--- src/rtl/uart_rx_pkg.sv ---
// uart_rx_pkg: state encodings, legal oversampling ratios, frame bit indices and the
// strobe bundle shared by the UART receive frame sequencer.
package uart_rx_pkg;

   typedef enum logic [2:0] {
      ST_IDLE   = 3'd0,
      ST_START  = 3'd1,
      ST_DATA   = 3'd2,
      ST_PARITY = 3'd3,
      ST_STOP   = 3'd4,
      ST_OUT    = 3'd5
   } rx_state_e;

   localparam int PRESC_8X  = 7;
   localparam int PRESC_16X = 15;
   localparam int PRESC_32X = 31;

   localparam logic [3:0] START_BIT = 4'd0;
   localparam logic [3:0] LAST_DATA = 4'd8;

   typedef struct packed {
      logic samp;
      logic deser;
      logic strt_chk;
      logic par_chk;
      logic stp_chk;
      logic valid;
   } rx_ctrl_t;

endpackage

--- src/rtl/uart_rx_edge_bit_cnt.sv ---
// uart_rx_edge_bit_cnt: oversampling edge counter (0..prescale) and frame bit counter.
// clear together with count_en restarts at edge 1, used when the OUT cycle already spent edge 0.
module uart_rx_edge_bit_cnt
   import uart_rx_pkg::*;
#(
   parameter int PRESCALE_W = 5
) (
   input  logic                  clk,
   input  logic                  rst,
   input  logic                  count_en,
   input  logic                  clear,
   input  logic [PRESCALE_W-1:0] prescale,
   output logic [PRESCALE_W-1:0] edge_cnt,
   output logic [3:0]            bit_cnt,
   output logic [PRESCALE_W-1:0] edge_nxt
);

   logic [3:0] bit_nxt_s;

   // next edge/bit count
   always_comb begin
      edge_nxt  = edge_cnt;
      bit_nxt_s = bit_cnt;
      if (clear) begin
         edge_nxt  = count_en ? PRESCALE_W'(1) : PRESCALE_W'(0);
         bit_nxt_s = START_BIT;
      end else if (count_en) begin
         if (edge_cnt == prescale) begin
            edge_nxt  = PRESCALE_W'(0);
            bit_nxt_s = bit_cnt + 4'd1;
         end else begin
            edge_nxt  = edge_cnt + PRESCALE_W'(1);
            bit_nxt_s = bit_cnt;
         end
      end else begin
         edge_nxt  = edge_cnt;
         bit_nxt_s = bit_cnt;
      end
   end

   // counter registers
   always_ff @(posedge clk or negedge rst) begin
      if (!rst) begin
         edge_cnt <= PRESCALE_W'(0);
         bit_cnt  <= START_BIT;
      end else begin
         edge_cnt <= edge_nxt;
         bit_cnt  <= bit_nxt_s;
      end
   end

endmodule

--- src/rtl/uart_rx_ctrl.sv ---
// uart_rx_ctrl: UART receive frame sequencer (start detect, bit timing, checker strobes, data_valid).
// Build macro UART_RX_ERR_CNT_EN adds saturating parity/stop abort counters.
module uart_rx_ctrl
   import uart_rx_pkg::*;
#(
   parameter int PRESCALE_W = 5,
   parameter int DATA_W     = int'(LAST_DATA)
) (
   input  logic                  clk,
   input  logic                  rst,
   input  logic                  rx_in,
   input  logic                  par_en,
   input  logic [PRESCALE_W-1:0] prescale,
   input  logic                  strt_glitch,
   input  logic                  par_err,
   input  logic                  stp_err,
   output logic [PRESCALE_W-1:0] edge_cnt,
   output logic [3:0]            bit_cnt,
   output logic                  dat_samp_en,
   output logic                  deser_en,
   output logic                  strt_chk_en,
   output logic                  par_chk_en,
   output logic                  stp_chk_en,
`ifdef UART_RX_ERR_CNT_EN
   output logic [7:0]            par_err_cnt,
   output logic [7:0]            stp_err_cnt,
`endif
   output logic                  data_valid
);

   rx_state_e             state_r, state_s;
   logic [PRESCALE_W-1:0] presc_r, presc_s;
   rx_ctrl_t              ctrl_r, ctrl_s;
   logic                  count_en_s, clear_s;
   logic [PRESCALE_W-1:0] edge_nxt_s;

   function automatic logic [PRESCALE_W-1:0] legal_prescale(input logic [PRESCALE_W-1:0] p);
      if (p == PRESCALE_W'(PRESC_16X) || p == PRESCALE_W'(PRESC_32X)) begin
         return p;
      end else begin
         return PRESCALE_W'(PRESC_8X);
      end
   endfunction

   function automatic rx_ctrl_t decode(input rx_state_e st, input logic [PRESCALE_W-1:0] e,
                                       input logic [PRESCALE_W-1:0] p);
      rx_ctrl_t c;
      logic     last;
      last       = (e == p);
      c.samp     = (st == ST_START) || (st == ST_DATA) || (st == ST_PARITY) || (st == ST_STOP);
      c.strt_chk = (st == ST_START) && last;
      c.deser    = (st == ST_DATA) && last;
      c.par_chk  = (st == ST_PARITY) && last;
      c.stp_chk  = (st == ST_STOP) && last;
      c.valid    = (st == ST_OUT);
      return c;
   endfunction

   uart_rx_edge_bit_cnt #(.PRESCALE_W(PRESCALE_W)) u_cnt (
      .clk      (clk),
      .rst      (rst),
      .count_en (count_en_s),
      .clear    (clear_s),
      .prescale (presc_r),
      .edge_cnt (edge_cnt),
      .bit_cnt  (bit_cnt),
      .edge_nxt (edge_nxt_s)
   );

   // next-state: checker flags only matter in the cycle their registered strobe is high
   always_comb begin
      state_s = state_r;
      case (state_r)
         ST_IDLE:   state_s = rx_in ? ST_IDLE : ST_START;
         ST_START: begin
            if (ctrl_r.strt_chk) state_s = strt_glitch ? ST_IDLE : ST_DATA;
            else                 state_s = ST_START;
         end
         ST_DATA: begin
            if (ctrl_r.deser && (bit_cnt == 4'(DATA_W))) state_s = par_en ? ST_PARITY : ST_STOP;
            else                                         state_s = ST_DATA;
         end
         ST_PARITY: begin
            if (ctrl_r.par_chk) state_s = par_err ? ST_IDLE : ST_STOP;
            else                state_s = ST_PARITY;
         end
         ST_STOP: begin
            if (ctrl_r.stp_chk) state_s = stp_err ? ST_IDLE : ST_OUT;
            else                state_s = ST_STOP;
         end
         ST_OUT:    state_s = rx_in ? ST_IDLE : ST_START;
         default:   state_s = ST_IDLE;
      endcase
   end

   // counter control, prescale latch and look-ahead strobe decode
   always_comb begin
      clear_s    = (state_s == ST_IDLE) || (state_s == ST_OUT) ||
                   (state_r == ST_IDLE) || (state_r == ST_OUT);
      count_en_s = (state_s != ST_IDLE) && (state_s != ST_OUT) && (state_r != ST_IDLE);
      if ((state_s == ST_START) && (state_r != ST_START)) begin
         presc_s = legal_prescale(prescale);
      end else begin
         presc_s = presc_r;
      end
      ctrl_s = decode(state_s, edge_nxt_s, presc_s);
   end

   // state, latched prescale and registered strobes
   always_ff @(posedge clk or negedge rst) begin
      if (!rst) begin
         state_r <= ST_IDLE;
         presc_r <= PRESCALE_W'(PRESC_8X);
         ctrl_r  <= '0;
      end else begin
         state_r <= state_s;
         presc_r <= presc_s;
         ctrl_r  <= ctrl_s;
      end
   end

   assign dat_samp_en = ctrl_r.samp;
   assign deser_en    = ctrl_r.deser;
   assign strt_chk_en = ctrl_r.strt_chk;
   assign par_chk_en  = ctrl_r.par_chk;
   assign stp_chk_en  = ctrl_r.stp_chk;
   assign data_valid  = ctrl_r.valid;

`ifdef UART_RX_ERR_CNT_EN
   logic [7:0] par_cnt_r, stp_cnt_r;

   // saturating abort counters
   always_ff @(posedge clk or negedge rst) begin
      if (!rst) begin
         par_cnt_r <= 8'd0;
         stp_cnt_r <= 8'd0;
      end else begin
         if (ctrl_r.par_chk && par_err && (par_cnt_r != 8'hFF)) par_cnt_r <= par_cnt_r + 8'd1;
         if (ctrl_r.stp_chk && stp_err && (stp_cnt_r != 8'hFF)) stp_cnt_r <= stp_cnt_r + 8'd1;
      end
   end

   assign par_err_cnt = par_cnt_r;
   assign stp_err_cnt = stp_cnt_r;
`endif

endmodule

--- config.mk ---
export PLATFORM = sky130hd
export DESIGN_NAME = uart_rx_ctrl
export DESIGN_NICKNAME = d
export VERILOG_FILES = /design/src/rtl/uart_rx_pkg.sv /design/src/rtl/uart_rx_edge_bit_cnt.sv /design/src/rtl/uart_rx_ctrl.sv
export SDC_FILE = /design/constraint.sdc
export NUM_CORES = 1
export LEC_CHECK = 0
export ABC_AREA = 1
export CORE_MARGIN = 2
export CORE_UTILIZATION = 50
export DETAILED_ROUTE_END_ITERATION = 10
export GPL_TIMING_DRIVEN = 1
export PLACE_DENSITY_LB_ADDON = 0.12
export SYNTH_ARGS = -nofsm -noshare
export SYNTH_HDL_FRONTEND = slang
export SYNTH_HIERARCHICAL = 1
export SYNTH_SLANG_ARGS = --single-unit
--- constraint.sdc ---
create_clock -name clk -period 5 [get_ports clk]
set_input_delay 1 -clock clk [delete_from_list [all_inputs] [get_ports clk]]
set_output_delay 1 -clock clk [all_outputs]
set_load 0.02 [all_outputs]
# Word-level counts from Yosys, hierarchy flattened
# Index checks and enable logic that the tools add are counted.
[totals]
output_inout_bits = 15
in_bits = 12
regBits = 23
word_cells = 71
[op_classes]
muxes = 19
eq_ne = 17
n_reduce_logical = 23
n_addsub = 2
[op_table]
columns = ["operator", "count"]
rows = [
  ["$mux 5", 5],
  ["$mux 3", 6],
  ["$pmux 3 s5", 1],
  ["$eq 3x2->1 const B", 4],
  ["$eq 3x3->1 const B", 4],
  ["$mux 4", 3],
  ["$eq 5x5->1", 2],
  ["$logic_and 1x1->1", 8],
  ["$logic_or 1x1->1", 7],
  ["$eq 3x1->1 const B", 2],
  ["$logic_not 3->1", 2],
  ["$reduce_bool 3->1", 2],
  ["$add 5x1->5 const B", 1],
  ["$eq 5x4->1 const B", 1],
  ["$eq 5x5->1 const B", 1],
  ["$add 4x1->4 const B", 1],
  ["$eq 4x4->1 const B", 1],
  ["$mux 2", 2],
  ["$reduce_bool 2->1", 2],
  ["$ne 3x1->1 const B", 1],
  ["$ne 3x3->1 const B", 1],
  ["$mux 1", 2],
  ["$reduce_and 2->1", 1],
  ["$reduce_or 2->1", 1],
]

# Logic depth before layout (Yosys ltp)
# Gate-level depths: netlist (run 1).
[depth]
ltp_word = 11
depth_mapped = 22
mapped_depth_nobuf = 22

# Modules after synthesis
# Netlist (run 1), hierarchy kept.
[modules_own_cells]
columns = ["mod", "n_inst", "cells_each", "seq_area_each_um2", "area_each_um2"]
rows = [
  ["uart_rx_ctrl", 1, 125, 354.1, 842.1],
  ["uart_rx_edge_bit_cnt", 1, 87, 225.2, 650.6],
]

# Worst setup path after synthesis (run 1)
# Ideal clock, no wire load.
[synth_timing]
path_type = "input-to-reg"
from = "input port rx_in"
to = "register ctrl_r (netlist bit strt_chk_en)"
arrival_ns = 2.712
required_time_ns = 4.885
setup_time_ns = 0.115
slack_ns = 2.173
path_buffers = 1
cell_stages = 18
path_cell_list = "inv_1 > nand2_2 > buf_6 > nand2_1 > nor2_2 > nand3_1 > nand3_1 > inv_1 > nand2_1 > xor2_1 > a21boi_0 > inv_1 > nand3_1 > nand2_1 > nand2_1 > nor2_2 > nand2_2 > nor2_1"
[synth_rtl]
columns = ["element", "line_no", "source"]
rows = [
  ["from (decl)", "uart_rx_ctrl.sv:11", "input logic rx_in,"],
  ["to (signal assigned)", "uart_rx_ctrl.sv:118", "ctrl_r <= ctrl_s;"],
  ["to (decl)", "uart_rx_ctrl.sv:33", "rx_ctrl_t ctrl_r, ctrl_s;"],
]

==> impl_metrics.toml, run 1 <==
[cts]
cts_resized = 0
cts.path.max_buffers = 2
cts-hold-fix-buffers = 0
cts_tree = "done"
clk_pin_slew_ns = 0.12
cts_setup_buffers = 0
numCtsBuffers = 3
cts_sinks = 23
cts-root-buf = "clkbuf_4"
cts_max_level = 1
clock_latency_ns = 0.30

[route]
routed_wl_um = 2808
vias_per_cell = 4.805
wl_per_cell_um = 10.32
drc_errors = 2
top_layer_used = "met4"
drt-initial-drc-count = 77
met3WireLength_um = 128
via_count = 1307
wl_met1_um = 1391
first_pass_iters = 7
wl_met2_um = 1272
antenna_left = 0

[pwr]
ir_drop_uv = 207.5
p_leak_uw = 0.0009321
finalPower_uw = 638.0
power.density_nw_per_um2 = 353.1

[worst_setup_path]
regToRegSetupSlack_ns = 2.09
path_cells = "clkdlybuf4s50_1, inv_1, nand2_2, nand2_1, nor2_2, nand3_1, nand3_1, inv_1, nand2_1, xor2_1, a21boi_0, inv_1, nand3_1, nand2_1, nand2_1, nor2_2, nand2_2, nor2_1"
crit_top_cell = "nand2_1"
end_kind = "flip-flop"
crit_type = "in2reg"
crit_required_ns = 5.21
worstRegToRegCells = 17
cp-endpoint = "stp_chk_en"
r2r-start = "u_cnt/bit_cnt[0]"
critPathLaunchType = "input port"
cp-startpoint = "rx_in"
worstPathMaxFanout = 11
slowest_stage = "clkdlybuf4s50_1"
critical-path-max-stage-delay_ns = 0.45
arrival_ns = 3.47
r2r-end = "stp_chk_en"

[synthesis]
synth-xor-area-share_pct = 5.281
syn_area_um2 = 1493
yosysUniqueCellTypes = 25
yosysTopAreaCell = "dfrtp_1"
synth_compound_area_share_pct = 1.844
ys_top_cells_by_area = "dfrtp_1 34%, nand2_1 14%, inv_1 9.1%"
synthCells = 212
ys_warn_count = 6
synthMuxAreaShare_pct = 0.6706
synth_fa_ha_area_share_pct = 1.676
synth_top_family_by_area = "simple AND/OR/NAND/NOR gates"
syn_nets = 226
yosys_register_bits = 23
ys_seq_area_share_pct = 38.81
synth_top_area_share_pct = 33.53
yosys.area_share.simple_pct = 40.91
syn_avg_cell_area_um2 = 7.041

[placed_design]
dpl.hpwl_um = 2247
gp_congestion = 0.8070
io_buffers = 26

[floorplanning]
core_region_area_um2 = 2805
start_util_pct = 53.21
fp-row-count = 19
io_pins = 27
die_x_um = 58.64
die_area_um2 = 3439
fp.dieH_um = 58.64

[cells_and_area]
n_antenna_cell = 0
drive_gt1_share_pct = 12.45
synthToLayoutAreaGrowth_pct = 21.04
finalNetCount = 256

[global_routing]
track_usage_pct = 19.07
grt_pass1_wl_um = 5043
grt_pass1_vias = 1146
grt-ovfl-total = 0
antenna_found_initial = 0
grt_max_degree = 24

[hold_path]
min_from = "presc_r[1]"
hold_class = "reg2reg"
hold_depth = 2

[status]
violations = "design-rule violations"
status = "finished, violations left"

[timing]
fin_tns_setup_ns = 0
tightest_slew_ns = 0.9741
rsz0062_at_grt = "false"
clock_skew_ns = 0.002068
maxSlewViolCount = 0
setup_viol = 0
layout_worst_path_cycle_share_pct = 65.10
fmax_mhz = 307.2
slew_headroom_pct = 34.86
hold_viol = 0
min_period_ns = 3.255

[flow_run]
drv_cap = 0
cell type report:
| cell class | count | area, um^2 |
|---|---|---|
| inverter | 40 | 150.1 |
| tap | 31 | 38.79 |
| sequential | 23 | 579.3 |
| multi-input combinational | 148 | 752.0 |
| clock buffer | 4 | 26.28 |
| timing repair buffer | 26 | 260.3 |
| fill | 264 | 998.5 |
cells in the mapped netlist:
library cell and count:
o21ai_0 2, nand2_4 1, a21boi_0 1, nor2_4 1, dfstp_2 3, inv_2 4
ha_1 2, xor2_1 5, or2_2 1, nand3b_1 1, nand3_1 26, nand2_1 57
buf_6 1, dfrtp_1 20, nand4_1 2, nand3_4 1, xnor2_1 4, nor2_2 5
inv_1 36, nor2_1 23, mux2i_1 1, nand2_2 10, nor3_1 2, a21oi_1 2
nand3_2 1
worst max-delay path: cells and delay by family:
family,cells,cell delay (ns)
AO/OA/AOI/OAI,1,0.35
XOR/XNOR,1,0.14
buffers and inverters,4,0.74
AND/OR/NAND/NOR,12,1.23
cells by family (layout without fill, tap and decap cells):
logic type | count (synthesis) | count (layout)
AND/OR/NAND/NOR | 131 | 131
AO/OA/AOI/OAI | 5 | 5
XOR/XNOR | 9 | 9
flip-flops | 23 | 23
multiplexers | 1 | 1
adder cells (fa/ha/maj) | 2 | 2
buffers and inverters | 41 | 70
how the worst min path moves through the flow:
stage	slack, ns	end
finish	0.53	presc_r[1]
global placement	0.52	presc_r[1]
global route	0.56	presc_r[1]
CTS	0.54	presc_r[1]
detailed placement	0.52	presc_r[1]
floorplan	0.49	presc_r[1]
routing by layer:
layer / up-vias / global-route usage (%)
met5: - / 0
met4: 0 / 2.597
met3: 2 / 3.956
met2: 26 / 30.34
met1: 574 / 27.67
li1: 705 / -
cells in the final DEF, fill, tap and decap left out:
master and count:
a21boi_0 1, nor3_1 2, inv_1 36, nor2_1 23, clkdlybuf4s50_1 26, nand4_1 2, or2_2 1, nand3_1 26
clkbuf_1 1, xnor2_1 4, mux2i_1 1, nand2_1 57, o21ai_0 2, a21oi_1 2, nor2_2 5, nor2_4 1
inv_2 4, nand3b_1 1, nand3_4 1, nand2_4 1, ha_1 2, nand2_2 10, xor2_1 5, dfstp_2 3
clkbuf_4 3, nand3_2 1, dfrtp_1 20
flip-flops by register name (all words and copies together) (netlist names):
name,flops
presc_r,5
u_cnt/edge_cnt,5
u_cnt/bit_cnt,4
state_r,3
dat_samp_en,1
data_valid,1
deser_en,1
par_chk_en,1
stp_chk_en,1
strt_chk_en,1
stage by stage:
| step | util, % | setup slack, ns | hold WS [ns] | instance area, um^2 | cells |
|---|---|---|---|---|---|
| final | 64.41 | 1.745 | 0.5332 | 1807 | 272 |
| after global routing | 64.41 | 1.383 | 0.5585 | 1807 | 272 |
| after CTS | 64.41 | 1.762 | 0.5361 | 1807 | 272 |
| after detailed placement | 63.47 | 1.446 | 0.5170 | 1780 | 268 |
| after global placement | 63.47 | 1.515 | 0.5170 | 1780 | 268 |
| after floorplan | - | 2.173 | 0.4891 | 1493 | 212 |
power breakdown:
| part | internal (uW) | switching [uW] | total [uW] |
|---|---|---|---|
| registers | 207 | 31.8 | 238 |
| clock network | 31.1 | 53.4 | 84.5 |
| logic | 119 | 196 | 315 |
| total | 356 | 282 | 638 |
No activity file was read; power rests on OpenSTA's default activity.
==> run 2, diff against run 1 <==
==> constraint.sdc (replaced) <==
create_clock -name clk -period 3.2 [get_ports clk]
set_input_delay 0.64 -clock clk [delete_from_list [all_inputs] [get_ports clk]]
set_output_delay 0.64 -clock clk [all_outputs]
set_load 0.02 [all_outputs]
==> impl_metrics.toml, run 2 (synthesis results as in run 1) <==
[cts]
numCtsBuffers = 3
cts-root-buf = "clkbuf_4"
cts_max_level = 1
cts_setup_buffers = 0
cts_resized = 0
cts_tree = "done"
cts_sinks = 23
clk_pin_slew_ns = 0.13
cts-hold-fix-buffers = 0
clock_latency_ns = 0.31
cts.path.max_buffers = 2

[route]
wl_per_cell_um = 10.63
first_pass_iters = 7
routed_wl_um = 2923
vias_per_cell = 4.880
drc_errors = 2
antenna_left = 0
via_count = 1342
drt-initial-drc-count = 48

[floorplanning]
die_area_um2 = 3439
start_util_pct = 53.21
die_x_um = 58.64
fp-row-count = 19
io_pins = 27
fp.dieH_um = 58.64
core_region_area_um2 = 2805

[timing]
rsz0062_at_grt = "false"
hold_viol = 0
maxSlewViolCount = 0
hold_ws_ns = 0.5381
min_period_ns = 2.863
clock_skew_ns = 0.008365
setup_viol = 0
tightest_slew_ns = 0.4044
fmax_mhz = 349.3
fin_tns_setup_ns = 0
slew_headroom_pct = 72.80
layout_worst_path_cycle_share_pct = 89.47

[global_routing]
grt-ovfl-total = 0
grt_max_degree = 24
grt_pass1_vias = 1262
track_usage_pct = 20.57
grt_pass1_wl_um = 5423
antenna_found_initial = 0

[worst_setup_path]
arrival_ns = 3.09
crit_required_ns = 3.42
cp-startpoint = "u_cnt/bit_cnt[0]"
r2r-end = "stp_chk_en"
r2r-start = "u_cnt/bit_cnt[0]"
worstPathMaxFanout = 6
end_kind = "flip-flop"
worstRegToRegCells = 17
cp-endpoint = "stp_chk_en"
regToRegSetupSlack_ns = 0.34
critPathLaunchType = "flip-flop"
crit_type = "reg2reg"

[pwr]
ir_drop_uv = 253.0
switching_share_pct = 44.25
power_frac_comb_pct = 50.8
p_int_uw = 573.0
power.density_nw_per_um2 = 561.5
p_leak_uw = 0.0009489
finalPower_uw = 1028
seq_power_share_pct = 36.1
p_clk_share_pct = 13.1
power.net_switching_uw = 454.8

[cells_and_area]
fin_util_pct = 65.25
fin_cells = 275
n_antenna_cell = 0
synthToLayoutAreaGrowth_pct = 22.63
finalNetCount = 259
final_cell_mix = "57 x nand2_1, 36 x inv_1, 26 x nand3_1, 26 x clkdlybuf4s50_1, 23 x nor2_1"
fillerInstances = 273
reg.largest.list = "presc_r: 5 flops, u_cnt/edge_cnt: 5 flops, u_cnt/bit_cnt: 4 flops"
final_common_cell = "nand2_1"
drive_gt1_share_pct = 13.93

[placed_design]
dp_cells = 271
io_buffers = 26
gp_congestion = 0.8249
dpl.hpwl_um = 2400

[status]
status = "finished, violations left"
violations = "design-rule violations"

[hold_path]
hold_class = "reg2reg"

[flow_run]
drv_cap = 0
-- run 2: changes by cell type in the layout (fill, tap and decap cells not counted), sizes merged --
cell / delta
clkbuf: -1
clkinv: +1
buf: +3
-- run 2: critical path, cell delays in order (launching register included) --
cell and delay (ns):
dfrtp_1 0.46, or2_2 0.30, nor2_1 0.25, a21oi_1 0.11
nor2_1 0.22, nand3_1 0.16, nand3_1 0.17, inv_1 0.08
nand2_1 0.07, xor2_1 0.13, a21boi_0 0.38, inv_1 0.07
nand3_1 0.09, nand2_1 0.06, nand2_1 0.08, nor2_2 0.04
nand2_2 0.07, nor2_1 0.04
-- run 2: cell type report --
cell class	count	area, um^2	area share [%]
Timing Repair Buffer	29	282.8	15.45
Tap cell	31	38.79	2.119
Clock inverter	1	5.005	0.2734
Clock buffer	3	22.52	1.230
Sequential cell	23	579.3	31.65
Inverter	40	150.1	8.202
Multi-Input combinational cell	148	752.0	41.08
-- run 2: metrics by stage --
| stage | cell area, um^2 | worst slack, ns |
|---|---|---|
| after global routing | 1831 | 0.05530 |
| after detailed placement | 1803 | 0.1343 |
| after CTS | 1831 | 0.3290 |
| after global placement | 1803 | 0.2107 |
| after floorplan | 1493 | 0.6086 |
| final | 1831 | 0.3369 |
-- run 2: metal layers --
metal / up-vias / part of all wire, % / GRT usage (%)
li1: 713 / - / -
met1: 597 / 49 / 28.21
met2: 28 / 46 / 33.71
met3: 4 / 4.2 / 2.857
met4: 0 / 1.2 / 6.818
met5: - / 0 / 0
-- run 2: power by group through the flow --
stage	logic (uW)	clock network [uW]	registers, uW
floorplan	361	0	391
global route	593	153	377
finish	522	135	371
global placement	513	0	376
detailed placement	525	0	377
CTS	526	142	371
-- run 2: worst min path at each step --
stage | from | to | cells past startpoint
2_1_floorplan | rst | dat_samp_en | 0
3_3_place_gp | presc_r[1] | presc_r[1] | 2
3_5_place_dp | presc_r[0] | presc_r[0] | 2
4_1_cts | presc_r[0] | presc_r[0] | 2
5_1_grt | presc_r[0] | presc_r[0] | 2
6_report | presc_r[0] | presc_r[0] | 2
